## src/rtl/riscv32s_io_fabric.sv

```systemverilog
// riscv32s data-side decoder: steers core loads/stores to RAM or the I/O window.
// I/O window holds a byte stream FIFO, STATUS/CONTROL and optional CYCLES (RISCV32S_CYCLE_COUNTER_EN).
module riscv32s_io_fabric #(
  parameter int              WIDTH      = 32,
  parameter logic [WIDTH-1:0] IO_BASE   = 32'hFFFF_FF00,
  parameter int              FIFO_DEPTH = 16
) (
  input  logic             clock,
  input  logic             reset,
  input  logic [WIDTH-1:0] ramaddress,
  input  logic [WIDTH-1:0] writeramdata,
  input  logic             writeram,
  output logic [WIDTH-1:0] readramdata,
  output logic [WIDTH-1:0] mem_address,
  output logic [WIDTH-1:0] mem_wdata,
  output logic             mem_enw,
  input  logic [WIDTH-1:0] mem_rdata,
  output logic [7:0]       stream_data,
  output logic             stream_valid,
  input  logic             stream_ready,
  output logic             halted
);

  localparam int AW = $clog2(FIFO_DEPTH);
  localparam int CW = AW + 1;

  logic       io_hit;
  logic [7:0] off;
  logic       push_req;
  logic       ctrl_wr;
  logic       full;
  logic       empty;
  logic       push_ok;
  logic       drop;
  logic       pop;

  logic [7:0]    fifo_q [FIFO_DEPTH];
  logic [7:0]    fifo_d [FIFO_DEPTH];
  logic [AW-1:0] rd_ptr_q, rd_ptr_d;
  logic [AW-1:0] wr_ptr_q, wr_ptr_d;
  logic [CW-1:0] count_q, count_d;
  logic          ovf_q, ovf_d;
  logic          halted_q, halted_d;
  logic [WIDTH-1:0] cyc_rd;
  logic [WIDTH-1:0] status;
  logic [WIDTH-1:0] io_rd;

  assign io_hit      = ramaddress[WIDTH-1:8] == IO_BASE[WIDTH-1:8];
  assign off         = ramaddress[7:0];
  assign mem_address = ramaddress;
  assign mem_wdata   = writeramdata;
  assign mem_enw     = writeram & ~io_hit;

  assign push_req = writeram & io_hit & (off == 8'h00);
  assign ctrl_wr  = writeram & io_hit & (off == 8'h08);
  assign full     = count_q == CW'(FIFO_DEPTH);
  assign empty    = count_q == '0;
  assign push_ok  = push_req & ~full;
  assign drop     = push_req & full;
  assign pop      = stream_valid & stream_ready;

  assign stream_valid = ~empty;
  assign stream_data  = fifo_q[rd_ptr_q];
  assign halted       = halted_q;

  // FIFO, overflow and halt next-state
  always_comb begin
    fifo_d   = fifo_q;
    rd_ptr_d = rd_ptr_q;
    wr_ptr_d = wr_ptr_q;
    count_d  = count_q;
    ovf_d    = ovf_q;
    halted_d = halted_q;
    if (push_ok) begin
      fifo_d[wr_ptr_q] = writeramdata[7:0];
      wr_ptr_d = wr_ptr_q + AW'(1);
    end
    if (pop) begin
      rd_ptr_d = rd_ptr_q + AW'(1);
    end
    case ({push_ok, pop})
      2'b10:   count_d = count_q + CW'(1);
      2'b01:   count_d = count_q - CW'(1);
      default: count_d = count_q;
    endcase
    if (ctrl_wr & writeramdata[0]) begin
      ovf_d = 1'b0;
    end
    if (drop) begin
      ovf_d = 1'b1;
    end
    if (ctrl_wr & writeramdata[1]) begin
      halted_d = 1'b1;
    end
  end

  // state registers, storage cleared so stream_data is never X
  always_ff @(posedge clock) begin
    if (reset) begin
      for (int i = 0; i < FIFO_DEPTH; i++) begin
        fifo_q[i] <= '0;
      end
      rd_ptr_q <= '0;
      wr_ptr_q <= '0;
      count_q  <= '0;
      ovf_q    <= 1'b0;
      halted_q <= 1'b0;
    end else begin
      fifo_q   <= fifo_d;
      rd_ptr_q <= rd_ptr_d;
      wr_ptr_q <= wr_ptr_d;
      count_q  <= count_d;
      ovf_q    <= ovf_d;
      halted_q <= halted_d;
    end
  end

`ifdef RISCV32S_CYCLE_COUNTER_EN
  logic [WIDTH-1:0] cyc_q, cyc_d;

  // free-running cycle counter, frozen once halted
  always_comb begin
    cyc_d = cyc_q;
    if (!halted_q) begin
      cyc_d = cyc_q + WIDTH'(1);
    end
  end

  // cycle counter register
  always_ff @(posedge clock) begin
    if (reset) begin
      cyc_q <= '0;
    end else begin
      cyc_q <= cyc_d;
    end
  end

  assign cyc_rd = cyc_q;
`else
  assign cyc_rd = '0;
`endif

  // load data: RAM or the selected I/O register
  always_comb begin
    status       = '0;
    status[0]    = full;
    status[1]    = empty;
    status[2]    = ovf_q;
    status[3]    = halted_q;
    status[15:8] = 8'(count_q);
    io_rd        = '0;
    case (off)
      8'h04:   io_rd = status;
      8'h0C:   io_rd = cyc_rd;
      default: io_rd = '0;
    endcase
    readramdata = io_hit ? io_rd : mem_rdata;
  end

endmodule

```

## config.mk

```make
export PLATFORM = sky130hd
export DESIGN_NAME = riscv32s_io_fabric
export DESIGN_NICKNAME = d
export VERILOG_FILES = /design/src/rtl/riscv32s_io_fabric.sv
export SDC_FILE = /design/constraint.sdc
export NUM_CORES = 1
export LEC_CHECK = 0
export CORE_ASPECT_RATIO = 0.9
export CORE_MARGIN = 2
export CORE_UTILIZATION = 40
export DETAILED_ROUTE_END_ITERATION = 10
export GPL_TIMING_DRIVEN = 0
export PLACE_DENSITY = 0.75
export SLEW_MARGIN = 20
export SYNTH_ARGS = -nofsm -noshare
export SYNTH_HDL_FRONTEND = slang
export SYNTH_SLANG_ARGS = --single-unit
```

## constraint.sdc

```tcl
create_clock -name clock -period 4.6 [get_ports clock]
set_clock_uncertainty 0.2 [all_clocks]
set_input_delay 0.69 -clock clock [delete_from_list [all_inputs] [get_ports clock]]
set_output_delay 0.69 -clock clock [all_outputs]
set_load 0.01 [all_outputs]
```

-- Word-level counts from Yosys, hierarchy flattened
Index checks and enable logic that the tools add are counted.
- equality and inequality tests: 6
- reduce and logical (&&, ||, !) cells: 5
- bitwise gates (word level): 14
- order comparisons: 3
- mux-type cells: 11
- $add $sub $neg: 4
- operator list (operator ; number):
    128-bit bitwise mux ; 1
    8-bit binary-select mux with 4-bit select ; 1
    8-bit demux with 4-bit select ; 1
    32-bit two-way mux ; 1
    24-bit == test (second input constant) ; 1
    8-bit two-way mux ; 3
    13-bit two-way mux ; 1
    5-bit >= comparator (second input constant) ; 2
    4-bit NOT with 5-bit output ; 2
    5-bit case mux with 2 select lines ; 1
    1-bit bitwise AND ; 9
    4-bit by 1-bit adder with 4-bit output (second input constant) ; 2
    8-bit by 3-bit == test with 1-bit output (second input constant) ; 1
    8-bit by 4-bit == test with 1-bit output (second input constant) ; 1
    8-bit zero test ; 1
    5-bit by 1-bit adder with 5-bit output (second input constant) ; 1
    5-bit == test (second input constant) ; 1
    5-bit zero test ; 1
    5-bit by 1-bit less-than comparator with 1-bit output (second input constant) ; 1
    5-bit by 1-bit subtractor with 5-bit output (second input constant) ; 1
    2-bit nonzero test ; 2
    1-bit NOT ; 3
    2-bit by 1-bit == test with 1-bit output (second input constant) ; 1
    2-bit == test (second input constant) ; 1
    other kinds (2) ; 3
- bits in registers: 143
- input port bits: 100

-- Longest topological paths before layout
- depth in word-level cells: 6
- gate-level depth with buffers: 14

-- Least setup slack after synthesis
Ideal clock, no wire load.
- path kind: input port to flip-flop
- start point: in ramaddress[24]
- end point: reg count_q[2]
- stages: 13
- arrival: 3.285 ns
- slack: 1.044 ns
- path through: nand4_1 -> nor2_1 -> buf_1 -> and2_1 -> nand3_1 -> ha_1 -> clkbuf_1 -> xor2_1 -> ha_1 -> a21oi_1 -> xor2_1 -> or3_1 -> a21oi_1
- longest elaborated chain between the ends: 6
- elaborated cells between the ends (all ways): 8
- ends and longest elaborated chain (item ; line ; source):
    start: declaration ; 10 ; input logic [WIDTH-1:0] ramaddress,
    24-bit == test * ; 48 ; assign io_hit = ramaddress[WIDTH-1:8] == IO_BASE[WIDTH-1:8];
    1-bit bitwise AND * (2 in a row) ; 54 ; assign push_req = writeram & io_hit & (off == 8'h00);
    1-bit bitwise AND * ; 58 ; assign push_ok = push_req & ~full;
    2-bit by 1-bit == test with 1-bit output / 2-bit == test (equally long branches) ; 81 ; case ({push_ok, pop})
    5-bit case mux with 2 select lines / 2-bit nonzero test (equally long branches) ; -- ;
    end signal: assignment ; 112 ; count_q <= count_d;
    end: declaration ; 41 ; logic [CW-1:0] count_q, count_d;
Mark *: on every way between the ends. The rest lies on a longest branch, timed or not.
A chain may end at the register's enable or synchronous reset.

-- Worst setup path after layout
- start point: in ramaddress[28]
- end point: out readramdata[2]
- longest elaborated chain between the ends: 2
- ends and longest elaborated chain (item ; line ; source):
    24-bit == test ; 48 ;
    32-bit two-way mux ; 157 ; readramdata = io_hit ? io_rd : mem_rdata;
    end: declaration ; 13 ; output logic [WIDTH-1:0] readramdata,
No other way between the ends.

==> impl_metrics.tcl <==
set metrics [dict create \
    routed_via_density 5.00 \
    place_congestion 0.814 \
    maxSlewHeadroom_pct 37.4 \
    io_buffers 180 \
    numClockSinks 143 \
    most-common-layout-cells "sky130_fd_sc_hd__clkdlybuf4s50_1, sky130_fd_sc_hd__nor2_1, sky130_fd_sc_hd__dfxtp_1" \
    avgRoutedWirePerCell_um 17.4 \
    setup_violations 0 \
    ys_async_sr_fraction_pct 0 \
    power.sequential.fraction_pct 40.7 \
    number_of_global_route_vias_before_repair 5878 \
    instances_no_fill 1202 \
    comb_power_share_pct 19.3 \
    placementRows 48 \
    ir_drop_v 0.000303 \
    detail_route.first_pass.iterations 4 \
    cp-end-kind "output pin" \
    leakagePower_nw 4.92 \
    synthesis.yosys.warnings 0 \
    timing.final.hold_violations 0 \
    die-area_um2 20300 \
    via_count_of_the_routed_design 6005 \
    grt_max_degree 17 \
    cell_area_reported_after_detailed_placement_um2 9790 \
    power.clock.fraction_pct 39.9 \
    synth-seq-area-share_pct 37.3 \
    drive_above_1_share_pct 16.0 \
    switching_portion_of_total_power_pct 25.4 \
    synth_seq_cells 143 \
    finish.instance_area_um2 10300 \
    final_net_count 1052 \
    internal_power_mw 2.31 \
    drt_drc_violations_left 0 \
    detail_route.iter0.violations 429 \
    post-cts-setup-buffers 0 \
    final_max_slew_viol_count 0 \
    ys_dominant_reg_cell "sky130_fd_sc_hd__dfxtp_1" \
    postSynthNetCount 853 \
    rsz0062_at_grt "false" \
    flow.area_growth_from_synthesis_pct 34.3 \
    critPathArrivalTime_ns 3.30 \
    holdCritPathClass "flop to flop" \
    die_h_um 135 \
    critPathRequiredTime_ns 3.71 \
    synth_cells 744 \
    mostFrequentLayoutCell "sky130_fd_sc_hd__clkdlybuf4s50_1" \
    initial_utilization_pct 40.4 \
    clock_tree.buffer_depth 2 \
    syn_avg_cell_area_um2 10.3 \
    final.min_clock_period_ns 4.19 \
    grtUsageTotal_pct 20.9 \
    max_freq_ghz 0.239 \
    global_route.overflow_total 0 \
    number_of_maximum_capacitance_constraint_violations 0 \
    placed_cells_incl_taps 1174 \
    finish.utilization_pct 54.3 \
    fin_hold_ws_ns 0.289 \
    worstSetupStartpointType "input port" \
    die_width_um 150 \
    clock_latency_ns 0.42 \
    timing_worst_slew_pin_value_ns 0.939 \
    grt_pass1_wl_um 32600 \
    ctsHtreeMaxLevel 4 \
    post_synth_edffs 0 \
    run_status "completed" \
    count_of_pins_on_the_block_boundary 207 \
    p_sw_mw 0.785 \
    fp.coreArea_um2 19000 \
    setup.worst_path.class "input port to output pin" \
    ant_nets 0 \
    critical_path_peak_fanout 10 \
    p_per_area_nw_per_um2 301 \
    grt_antenna_before_repair 1 \
    cts.root.buffer_cell "sky130_fd_sc_hd__clkbuf_16" \
    cts_hold_buf 0 \
    timing.setup.tns_ns 0 \
    cts_made_buffers 17 \
    clock_tree_from_tritoncts "yes" \
    clkTransAtPathRegs_ns 0.05 \
    min_period_over_period_pct 91.1 \
    totalWireLength_um 20900 \
    dp_hpwl_um 16000 \
    synth.lib_cells_used.distinct 42 \
    post_synth_instance_area_um2 7670 \
    post_cts.resized_instances 0 \
]
## stage by stage
step / setup slack, ns / power [mW]
3_3_place_gp: 0.128 / 1.88
3_5_place_dp: 0.106 / 1.89
5_1_grt: 0.171 / 3.20
4_1_cts: 0.356 / 3.11
2_1_floorplan: 1.04 / 1.63
6_report: 0.410 / 3.10
## sequential cells by signal (all words and copies together), names as in the netlist
register,count
rd_ptr_q,4
ovf_q,1
fifo_q,128
wr_ptr_q,4
halted,1
count_q,5
## cell families (layout without fill, tap and decap cells)
logic type      after synthesis  in the layout  synth area share [%]
compound gates               26             26                  2.20
other cells                   0              1                     0
simple gates                268            268                  20.0
fa+ha+maj                     9              9                  1.47
xor+xnor                      8              8                 0.913
flops                       143            143                  37.3
mux                         171            171                  28.8
buf+inv                     119            326                  9.25
## power by group through the flow
| stage | combinational [mW] | sequential [mW] | clock (mW) |
|---|---|---|---|
| 3_5_place_dp | 0.600 | 1.29 | 0 |
| 6_report | 0.599 | 1.26 | 1.24 |
| 3_3_place_gp | 0.594 | 1.29 | 0 |
| 2_1_floorplan | 0.345 | 1.29 | 0 |
| 4_1_cts | 0.601 | 1.26 | 1.25 |
| 5_1_grt | 0.641 | 1.26 | 1.30 |
## critical path, stage by stage
cell,delay (ns)
sky130_fd_sc_hd__clkdlybuf4s50_1,0.49
sky130_fd_sc_hd__nand4_1,0.13
sky130_fd_sc_hd__nor4_1,0.50
sky130_fd_sc_hd__nand2_1,0.31
sky130_fd_sc_hd__clkbuf_1,0.27
sky130_fd_sc_hd__o21ai_0,0.30
sky130_fd_sc_hd__clkdlybuf4s50_1,0.61
## final cells by class
class,count,area [um^2]
multi-input combinational,482,4100
sequential,143,2860
tap,250,313
buffer,116,698
clock inverter,2,35.0
fill,1695,8680
timing repair buffer,180,1800
clock buffer,25,475
antenna,1,2.50
inverter,3,11.3
## final timing paths
path	slack, ns	to	startpoint	cells after the start
worst max-delay path	0.41	readramdata[2]	ramaddress[28]	7
worst min-delay path	0.29	fifo_q[11]$_SDFFE_PP0P_	fifo_q[11]$_SDFFE_PP0P_	2
worst min register to register	0.29	fifo_q[11]$_SDFFE_PP0P_	fifo_q[11]$_SDFFE_PP0P_	2
worst max register to register	1.24	count_q[2]$_SDFFE_PP0P_	count_q[1]$_SDFFE_PP0P_	13
## synth_stat cells (2+ instances only)
| cell | count | share of area (%) |
|---|---|---|
| sky130_fd_sc_hd__a211o_1 | 2 | 0.23 |
| sky130_fd_sc_hd__buf_1 | 3 | 0.15 |
| sky130_fd_sc_hd__nor3_1 | 2 | 0.13 |
| sky130_fd_sc_hd__buf_4 | 64 | 6.3 |
| sky130_fd_sc_hd__buf_2 | 6 | 0.39 |
| sky130_fd_sc_hd__mux2i_1 | 131 | 17 |
| sky130_fd_sc_hd__a21oi_1 | 4 | 0.26 |
| sky130_fd_sc_hd__nand4_4 | 16 | 4.4 |
| sky130_fd_sc_hd__mux4_2 | 40 | 12 |
| sky130_fd_sc_hd__o21ai_0 | 13 | 0.85 |
| sky130_fd_sc_hd__buf_6 | 2 | 0.29 |
| sky130_fd_sc_hd__nor2b_1 | 3 | 0.24 |
| sky130_fd_sc_hd__inv_1 | 3 | 0.15 |
| sky130_fd_sc_hd__dfxtp_1 | 143 | 37 |
| sky130_fd_sc_hd__nor4bb_1 | 2 | 0.26 |
| sky130_fd_sc_hd__xor2_1 | 6 | 0.69 |
| sky130_fd_sc_hd__nor4_1 | 2 | 0.16 |
| sky130_fd_sc_hd__nor4b_1 | 2 | 0.23 |
| sky130_fd_sc_hd__nand2b_1 | 4 | 0.33 |
| sky130_fd_sc_hd__or3_1 | 3 | 0.24 |
| sky130_fd_sc_hd__nand2_1 | 24 | 1.2 |
| sky130_fd_sc_hd__ha_1 | 9 | 1.5 |
| sky130_fd_sc_hd__nor2_1 | 143 | 7.0 |
| sky130_fd_sc_hd__and2_1 | 42 | 3.4 |
| sky130_fd_sc_hd__nand4_1 | 10 | 0.82 |
| sky130_fd_sc_hd__nor3b_1 | 3 | 0.29 |
| sky130_fd_sc_hd__xnor2_1 | 2 | 0.23 |
| sky130_fd_sc_hd__clkbuf_1 | 41 | 2.0 |
| sky130_fd_sc_hd__nand3_1 | 6 | 0.39 |
## metal layers
layer | vias to the layer above | GRT usage, % | share of wire [%]
met5 | - | 0 | 0
met4 | 0 | 6.71 | 1.6
met3 | 31 | 2.96 | 5.2
met2 | 161 | 33.1 | 47
met1 | 2884 | 29.4 | 46
li1 | 2929 | - | -
Note: power is estimated with default switching activity, not from simulation.
